File: src/rtl/spi_slave_responder.sv
// SPI mode-1 slave that streams fixed-length frames of WORD_BITS-bit words, MSB first.
// Define SPI_RESPONDER_LOOPBACK_EN to retransmit each received word as the following word.
`timescale 1ns/1ps
module spi_slave_responder #(
  parameter int WORD_BITS   = 24,
  parameter int FRAME_WORDS = 5
) (
  input  logic                 system_clock,
  input  logic                 reset_n,
  input  logic                 SPI_SCLK,
  input  logic                 SPI_CS,
  input  logic                 SPI_MOSI,
  output logic                 SPI_MISO,
  input  logic [WORD_BITS-1:0] tx_word,
  output logic                 tx_req,
  output logic [WORD_BITS-1:0] rx_word,
  output logic                 rx_valid,
  output logic [2:0]           word_index,
  output logic                 frame_done,
  output logic                 frame_error,
  output logic [1:0]           state
);

  localparam int CNT_W = (WORD_BITS > 1) ? $clog2(WORD_BITS) : 1;
`ifdef SPI_RESPONDER_LOOPBACK_EN
  localparam bit LOOPBACK = 1'b1;
`else
  localparam bit LOOPBACK = 1'b0;
`endif

  typedef enum logic [1:0] {
    IDLE  = 2'd0,
    LOAD  = 2'd1,
    SHIFT = 2'd2,
    DONE  = 2'd3
  } state_t;

  logic sclk_s1_q, sclk_s2_q, sclk_dly_q;
  logic cs_s1_q, cs_s2_q, cs_dly_q;
  logic mosi_s1_q, mosi_s2_q;

  state_t               state_q, state_d;
  logic [WORD_BITS-1:0] tx_shift_q, tx_shift_d;
  logic [WORD_BITS-1:0] rx_shift_q, rx_shift_d;
  logic [WORD_BITS-1:0] rx_word_q, rx_word_d;
  logic [CNT_W-1:0]     bit_cnt_q, bit_cnt_d;
  logic [2:0]           word_idx_q, word_idx_d;
  logic                 miso_q, miso_d;
  logic                 tx_req_q, tx_req_d;
  logic                 rx_valid_q, rx_valid_d;
  logic                 frame_done_q, frame_done_d;
  logic                 frame_error_q, frame_error_d;
  logic [1:0]           warm_q, warm_d;
  logic                 armed_q, armed_d;

  logic                 sclk_rise, sclk_fall, cs_fall;
  logic [WORD_BITS-1:0] rx_next;
  logic [2:0]           idx_inc;

  assign sclk_rise = sclk_s2_q & ~sclk_dly_q;
  assign sclk_fall = ~sclk_s2_q & sclk_dly_q;
  assign cs_fall   = ~cs_s2_q & cs_dly_q;
  assign rx_next   = {rx_shift_q[WORD_BITS-2:0], mosi_s2_q};
  assign idx_inc   = word_idx_q + 3'd1;

  // A CS already low when reset lifts must not look like a fresh falling edge,
  // so frames are only accepted after CS has been seen high post-reset.
  always_comb begin
    warm_d  = (warm_q == 2'd2) ? warm_q : warm_q + 2'd1;
    armed_d = armed_q | ((warm_q == 2'd2) & cs_s2_q);
  end

  always_comb begin
    state_d       = state_q;
    tx_shift_d    = tx_shift_q;
    rx_shift_d    = rx_shift_q;
    rx_word_d     = rx_word_q;
    bit_cnt_d     = bit_cnt_q;
    word_idx_d    = word_idx_q;
    miso_d        = miso_q;
    tx_req_d      = 1'b0;
    rx_valid_d    = 1'b0;
    frame_done_d  = 1'b0;
    frame_error_d = frame_error_q;

    unique case (state_q)
      IDLE: begin
        miso_d = 1'b0;
        if (cs_fall && armed_q) begin
          state_d = LOAD;
        end
      end
      LOAD: begin
        miso_d        = 1'b0;
        tx_shift_d    = tx_word;
        tx_req_d      = 1'b1;
        rx_shift_d    = '0;
        bit_cnt_d     = '0;
        word_idx_d    = 3'd0;
        frame_error_d = 1'b0;
        state_d       = SHIFT;
      end
      SHIFT: begin
        // CS wins over any SCLK edge detected in the same cycle.
        if (cs_s2_q) begin
          state_d      = DONE;
          miso_d       = 1'b0;
          frame_done_d = 1'b1;
          if (bit_cnt_q != '0) begin
            frame_error_d = 1'b1;
          end
        end else if (sclk_rise) begin
          miso_d     = tx_shift_q[WORD_BITS-1];
          tx_shift_d = {tx_shift_q[WORD_BITS-2:0], 1'b0};
        end else if (sclk_fall) begin
          rx_shift_d = rx_next;
          if (word_idx_q >= 3'(FRAME_WORDS)) begin
            frame_error_d = 1'b1;
          end
          if (bit_cnt_q == CNT_W'(WORD_BITS - 1)) begin
            rx_word_d  = rx_next;
            rx_valid_d = 1'b1;
            bit_cnt_d  = '0;
            if (word_idx_q < 3'(FRAME_WORDS)) begin
              word_idx_d = idx_inc;
            end
            if ((word_idx_q < 3'(FRAME_WORDS)) && (idx_inc < 3'(FRAME_WORDS))) begin
              tx_shift_d = LOOPBACK ? rx_next : tx_word;
              tx_req_d   = !LOOPBACK;
            end else begin
              tx_shift_d = '0;
            end
          end else begin
            bit_cnt_d = bit_cnt_q + CNT_W'(1);
          end
        end
      end
      DONE: begin
        miso_d  = 1'b0;
        state_d = IDLE;
      end
      default: state_d = IDLE;
    endcase
  end

  always_ff @(posedge system_clock or negedge reset_n) begin
    if (!reset_n) begin
      sclk_s1_q     <= 1'b0;
      sclk_s2_q     <= 1'b0;
      sclk_dly_q    <= 1'b0;
      cs_s1_q       <= 1'b1;
      cs_s2_q       <= 1'b1;
      cs_dly_q      <= 1'b1;
      mosi_s1_q     <= 1'b0;
      mosi_s2_q     <= 1'b0;
      state_q       <= IDLE;
      tx_shift_q    <= '0;
      rx_shift_q    <= '0;
      rx_word_q     <= '0;
      bit_cnt_q     <= '0;
      word_idx_q    <= 3'd0;
      miso_q        <= 1'b0;
      tx_req_q      <= 1'b0;
      rx_valid_q    <= 1'b0;
      frame_done_q  <= 1'b0;
      frame_error_q <= 1'b0;
      warm_q        <= 2'd0;
      armed_q       <= 1'b0;
    end else begin
      sclk_s1_q     <= SPI_SCLK;
      sclk_s2_q     <= sclk_s1_q;
      sclk_dly_q    <= sclk_s2_q;
      cs_s1_q       <= SPI_CS;
      cs_s2_q       <= cs_s1_q;
      cs_dly_q      <= cs_s2_q;
      mosi_s1_q     <= SPI_MOSI;
      mosi_s2_q     <= mosi_s1_q;
      state_q       <= state_d;
      tx_shift_q    <= tx_shift_d;
      rx_shift_q    <= rx_shift_d;
      rx_word_q     <= rx_word_d;
      bit_cnt_q     <= bit_cnt_d;
      word_idx_q    <= word_idx_d;
      miso_q        <= miso_d;
      tx_req_q      <= tx_req_d;
      rx_valid_q    <= rx_valid_d;
      frame_done_q  <= frame_done_d;
      frame_error_q <= frame_error_d;
      warm_q        <= warm_d;
      armed_q       <= armed_d;
    end
  end

  assign SPI_MISO    = miso_q;
  assign tx_req      = tx_req_q;
  assign rx_word     = rx_word_q;
  assign rx_valid    = rx_valid_q;
  assign word_index  = word_idx_q;
  assign frame_done  = frame_done_q;
  assign frame_error = frame_error_q;
  assign state       = state_q;

endmodule

File: config.mk
export PLATFORM = sky130hd
export DESIGN_NAME = spi_slave_responder
export DESIGN_NICKNAME = d
export VERILOG_FILES = /design/src/rtl/spi_slave_responder.sv
export SDC_FILE = /design/constraint.sdc
export NUM_CORES = 1
export LEC_CHECK = 0
export BUFFER_PORTS_ARGS = -buffer_cell sky130_fd_sc_hd__buf_2
export CAP_MARGIN = 5
export CORE_ASPECT_RATIO = 0.7
export CORE_UTILIZATION = 51
export CTS_CLUSTER_DIAMETER = 80
export DETAILED_ROUTE_END_ITERATION = 16
export PLACE_DENSITY = 0.76
export SETUP_SLACK_MARGIN = 0.4
export SYNTH_ARGS = -nofsm -noshare
export SYNTH_HDL_FRONTEND = slang
export SYNTH_SLANG_ARGS = --single-unit
File: constraint.sdc
create_clock -name system_clock -period 2.3 [get_ports system_clock]
set_clock_uncertainty 0.1 [all_clocks]
set_input_delay 0.46 -clock system_clock [delete_from_list [all_inputs] [get_ports system_clock]]
set_output_delay 0.46 -clock system_clock [all_outputs]
set_load 0.01 [all_outputs]
==> run metrics <==
status=complete, but fails checks; failing checks=hold timing; post-route fraction of the period consumed by the critical path=90.6%; slowest cell on the critical path=sky130_fd_sc_hd__dfrtp_1; root buffer selected by CTS=sky130_fd_sc_hd__clkbuf_16; Non-Filler Cell Area, Final=0.00546 mm2; count of yosys warnings during synthesis=0; Setup crit start=bit_cnt_q[0]$_DFFE_PN0P_; Critical Path Sink Type=flop; clock tree from TritonCTS=built; crit path setup slack, layout=around 220 ps; IO buf count=just over 60; startpoint kind of the worst setup timing path=flop; actual transition at the worst max-transition pin=between 500 and 600 ps; number of search-and-repair iterations in the first detailed-routing pass=4; post-synthesis sequential element count=97; residual antenna-violating net count after detailed routing=0; Synthesized Nets=339; Synth Instances=298; clock transition at the registers of the reported paths=70 ps; initial antenna violation count=0; CP max FO=12; fmax=480 MHz; type of the worst min-delay path=input pin to async pin; endpoints failing hold=10; count of different cell masters after synthesis=43; post-route worst hold slack=-12.8 ps; post-route DRC violation count=0; critical path class=flop to flop; Top FF cell, synth=sky130_fd_sc_hd__dfrtp_1; I/O pin cnt=63; routed wire length=10100 um; fraction of final layout cells sized beyond drive strength 1=46.5%; number of nets in the layout=432; first-pass GRT wire length=about 15000 um; delay contributed by the slowest stage of the critical path=440 ps; # H-tree levels=3; average size of a mapped cell=roughly 14 um2; Mapped Area=0.00412 mm2; total via count after detailed routing=2889; largest net degree at the start of global routing=39; maxcap violations=0; most frequent cells in the layout=sky130_fd_sc_hd__dfrtp_1 (93), sky130_fd_sc_hd__buf_2 (61), sky130_fd_sc_hd__a22o_1 (47); cell area reported after detailed placement=0.00460 mm2; post-DP HPWL=4990 um; async set or reset register ratio after synthesis=100%; category of cells accounting for the largest share of critical-path delay=flip-flops; Worst Path Arrival=roughly 2200 ps; post-detailed-route via-to-cell ratio=between 5 and 6; time the final worst path needs with I/O delays and setup=2080 ps; number of global-route vias before repair=2893; reg-to-reg startpoint=bit_cnt_q[0]$_DFFE_PN0P_; combined global-route utilization of all metal layers=23.8%; Post-Place Setup Slack=~120 ps; leakage dissipation=0.00274 uW; maximum clock insertion buffer count=2; Syn-to-layout area delta=32.3%; maximum VDD drop=between 400 and 500 uV; worst path required time=approximately 2400 ps; Die Span X=about 110 um; core area=0.00784 mm2; count of endpoints failing setup in the final report=0; number of buffers and inverters on the critical path=2; number of buffers created by CTS=9; relative slew slack=62.0%; unrepaired setup endpoints after global routing=yes; clk sink count=97; number of synthesized flops with an enable pin=0; detailed-route wire length per cell=20.4 um; ANT cells=0; Worst-Skew Late Latency=350 ps; most common cell after layout, fill and taps aside=sky130_fd_sc_hd__dfrtp_1; floorplan die height=roughly 77 um; sequential share of the synthesized area=59.0%; Initial DRC Count=139; Setup Total Neg Slack=0 ps; placer's final routability congestion estimate=0.806; total power divided by cell area=around 1000 mW/mm2; overall die area=0.00846 mm2; starting utilization of the core area=52.6%; Pins Over Slew Limit=0; cells along the critical path=ha_4 -> and4b_1 -> nor2_2 -> o41ai_4 -> buf_4 -> buf_12 -> mux2_2; sum of overflow across all layers after global routing=0; row count=27
[Yosys cell counts, types with 2 or more instances]
| cell | number | area share, % |
|---|---|---|
| sky130_fd_sc_hd__mux2i_1 | 2 | 0.49 |
| sky130_fd_sc_hd__a22o_1 | 47 | 10 |
| sky130_fd_sc_hd__o32ai_1 | 2 | 0.42 |
| sky130_fd_sc_hd__a21o_1 | 4 | 0.73 |
| sky130_fd_sc_hd__nand4_1 | 2 | 0.30 |
| sky130_fd_sc_hd__a21oi_1 | 7 | 0.85 |
| sky130_fd_sc_hd__nor2b_1 | 2 | 0.30 |
| sky130_fd_sc_hd__o21ai_0 | 5 | 0.61 |
| sky130_fd_sc_hd__a31oi_1 | 2 | 0.30 |
| sky130_fd_sc_hd__and2_1 | 2 | 0.30 |
| sky130_fd_sc_hd__o2bb2ai_1 | 2 | 0.42 |
| sky130_fd_sc_hd__clkbuf_1 | 9 | 0.82 |
| sky130_fd_sc_hd__dfrtp_1 | 94 | 57 |
| sky130_fd_sc_hd__mux2_2 | 39 | 11 |
| sky130_fd_sc_hd__ha_1 | 12 | 3.6 |
| sky130_fd_sc_hd__nand2_1 | 9 | 0.82 |
| sky130_fd_sc_hd__nor2_1 | 2 | 0.18 |
| sky130_fd_sc_hd__nand2b_1 | 3 | 0.46 |
| sky130_fd_sc_hd__mux2_4 | 8 | 2.9 |
| sky130_fd_sc_hd__buf_2 | 6 | 0.73 |
| sky130_fd_sc_hd__buf_6 | 2 | 0.55 |
| sky130_fd_sc_hd__inv_1 | 13 | 1.2 |
| sky130_fd_sc_hd__nand3b_1 | 2 | 0.36 |
| sky130_fd_sc_hd__dfstp_2 | 3 | 1.9 |
[cell type report]
type / count / area (um2)
flip-flops and latches: 97 / 2430
fillers: 508 / 2380
multi-input cells: 169 / 1720
repair buffers: 101 / 798
clock buffers: 10 / 229
well taps: 101 / 126
clock inverters: 6 / 91.3
inverters: 13 / 53.8
[path summary, 6_finish.rpt]
check                                       endpoint  slack [ps]  cells past startpoint
max                        tx_shift_q[2]$_DFFE_PN0P_         220                      7
min                           rx_word[9]$_DFFE_PN0P_         -10                      1
max reg2reg                tx_shift_q[2]$_DFFE_PN0P_         220                      7
min reg2reg                      mosi_s2_q$_DFF_PN0_         250                      0
max in group asynchronous          cs_s1_q$_DFF_PN1_        1490                      2
min in group system_clock          cs_s1_q$_DFF_PN1_         110                      1
[cells by family after synthesis]
kind of cell	synth area share, %
DFF	59.0
buffers and inverters	3.55
AOI/OAI and AO/OA	15.2
muxes	14.0
and+or+nand+nor	4.43
xor gates and xnor gates	0.212
adders and majority gates	3.64
[worst reg2reg max path, cell delays in order, from the launching register on]
cell and delay (ps):
sky130_fd_sc_hd__dfrtp_1 440, sky130_fd_sc_hd__ha_4 160, sky130_fd_sc_hd__and4b_1 240, sky130_fd_sc_hd__nor2_2 60, sky130_fd_sc_hd__o41ai_4 300, sky130_fd_sc_hd__buf_4 190, sky130_fd_sc_hd__buf_12 130, sky130_fd_sc_hd__mux2_2 340
[timing repair]
action	CTS	global route
hold endpoints to repair	0	0
pin swaps	5	6
gates resized for setup	24	33
setup endpoints to repair	78	72
buffers inserted	15	8
hold buffers	0	0
cloned	4	1
[metrics by stage]
step | total power, uW | util (%) | cells | hold WS [ps]
floorplan | 3140 | - | 298 | 64.4
global placement | 3410 | 58.7 | 453 | 234
detailed placement | 3470 | 58.7 | 453 | 236
CTS | 5380 | 67.0 | 488 | 11.1
global route | 5770 | 69.6 | 497 | 16.8
finish | 5530 | 69.6 | 497 | -12.8
[state kept, by name (all words and copies together) (netlist names), 2 cells and up]
| name | count |
|---|---|
| rx_word | 24 |
| tx_shift_q | 24 |
| rx_shift_q | 23 |
| bit_cnt_q | 5 |
| word_index | 3 |
| state | 2 |
| warm_q | 2 |
[routing by layer]
metal  vias up  track usage (%)  share of wire [%]  routed length, um
met1      1479             34.7                 45               4530
met3        20             5.44                5.9                594
li1       1282                -                  -                  -
met2       108             35.0                 47               4790
met5         -                0                  0                  0
met4         0             7.60                2.2                228
[power breakdown]
part           switching (uW)  internal [uW]
sequential                194           2000
combinational             755            958
clock                     665            960
total                    1610           3910
Power figures use the tool's default switching activity.
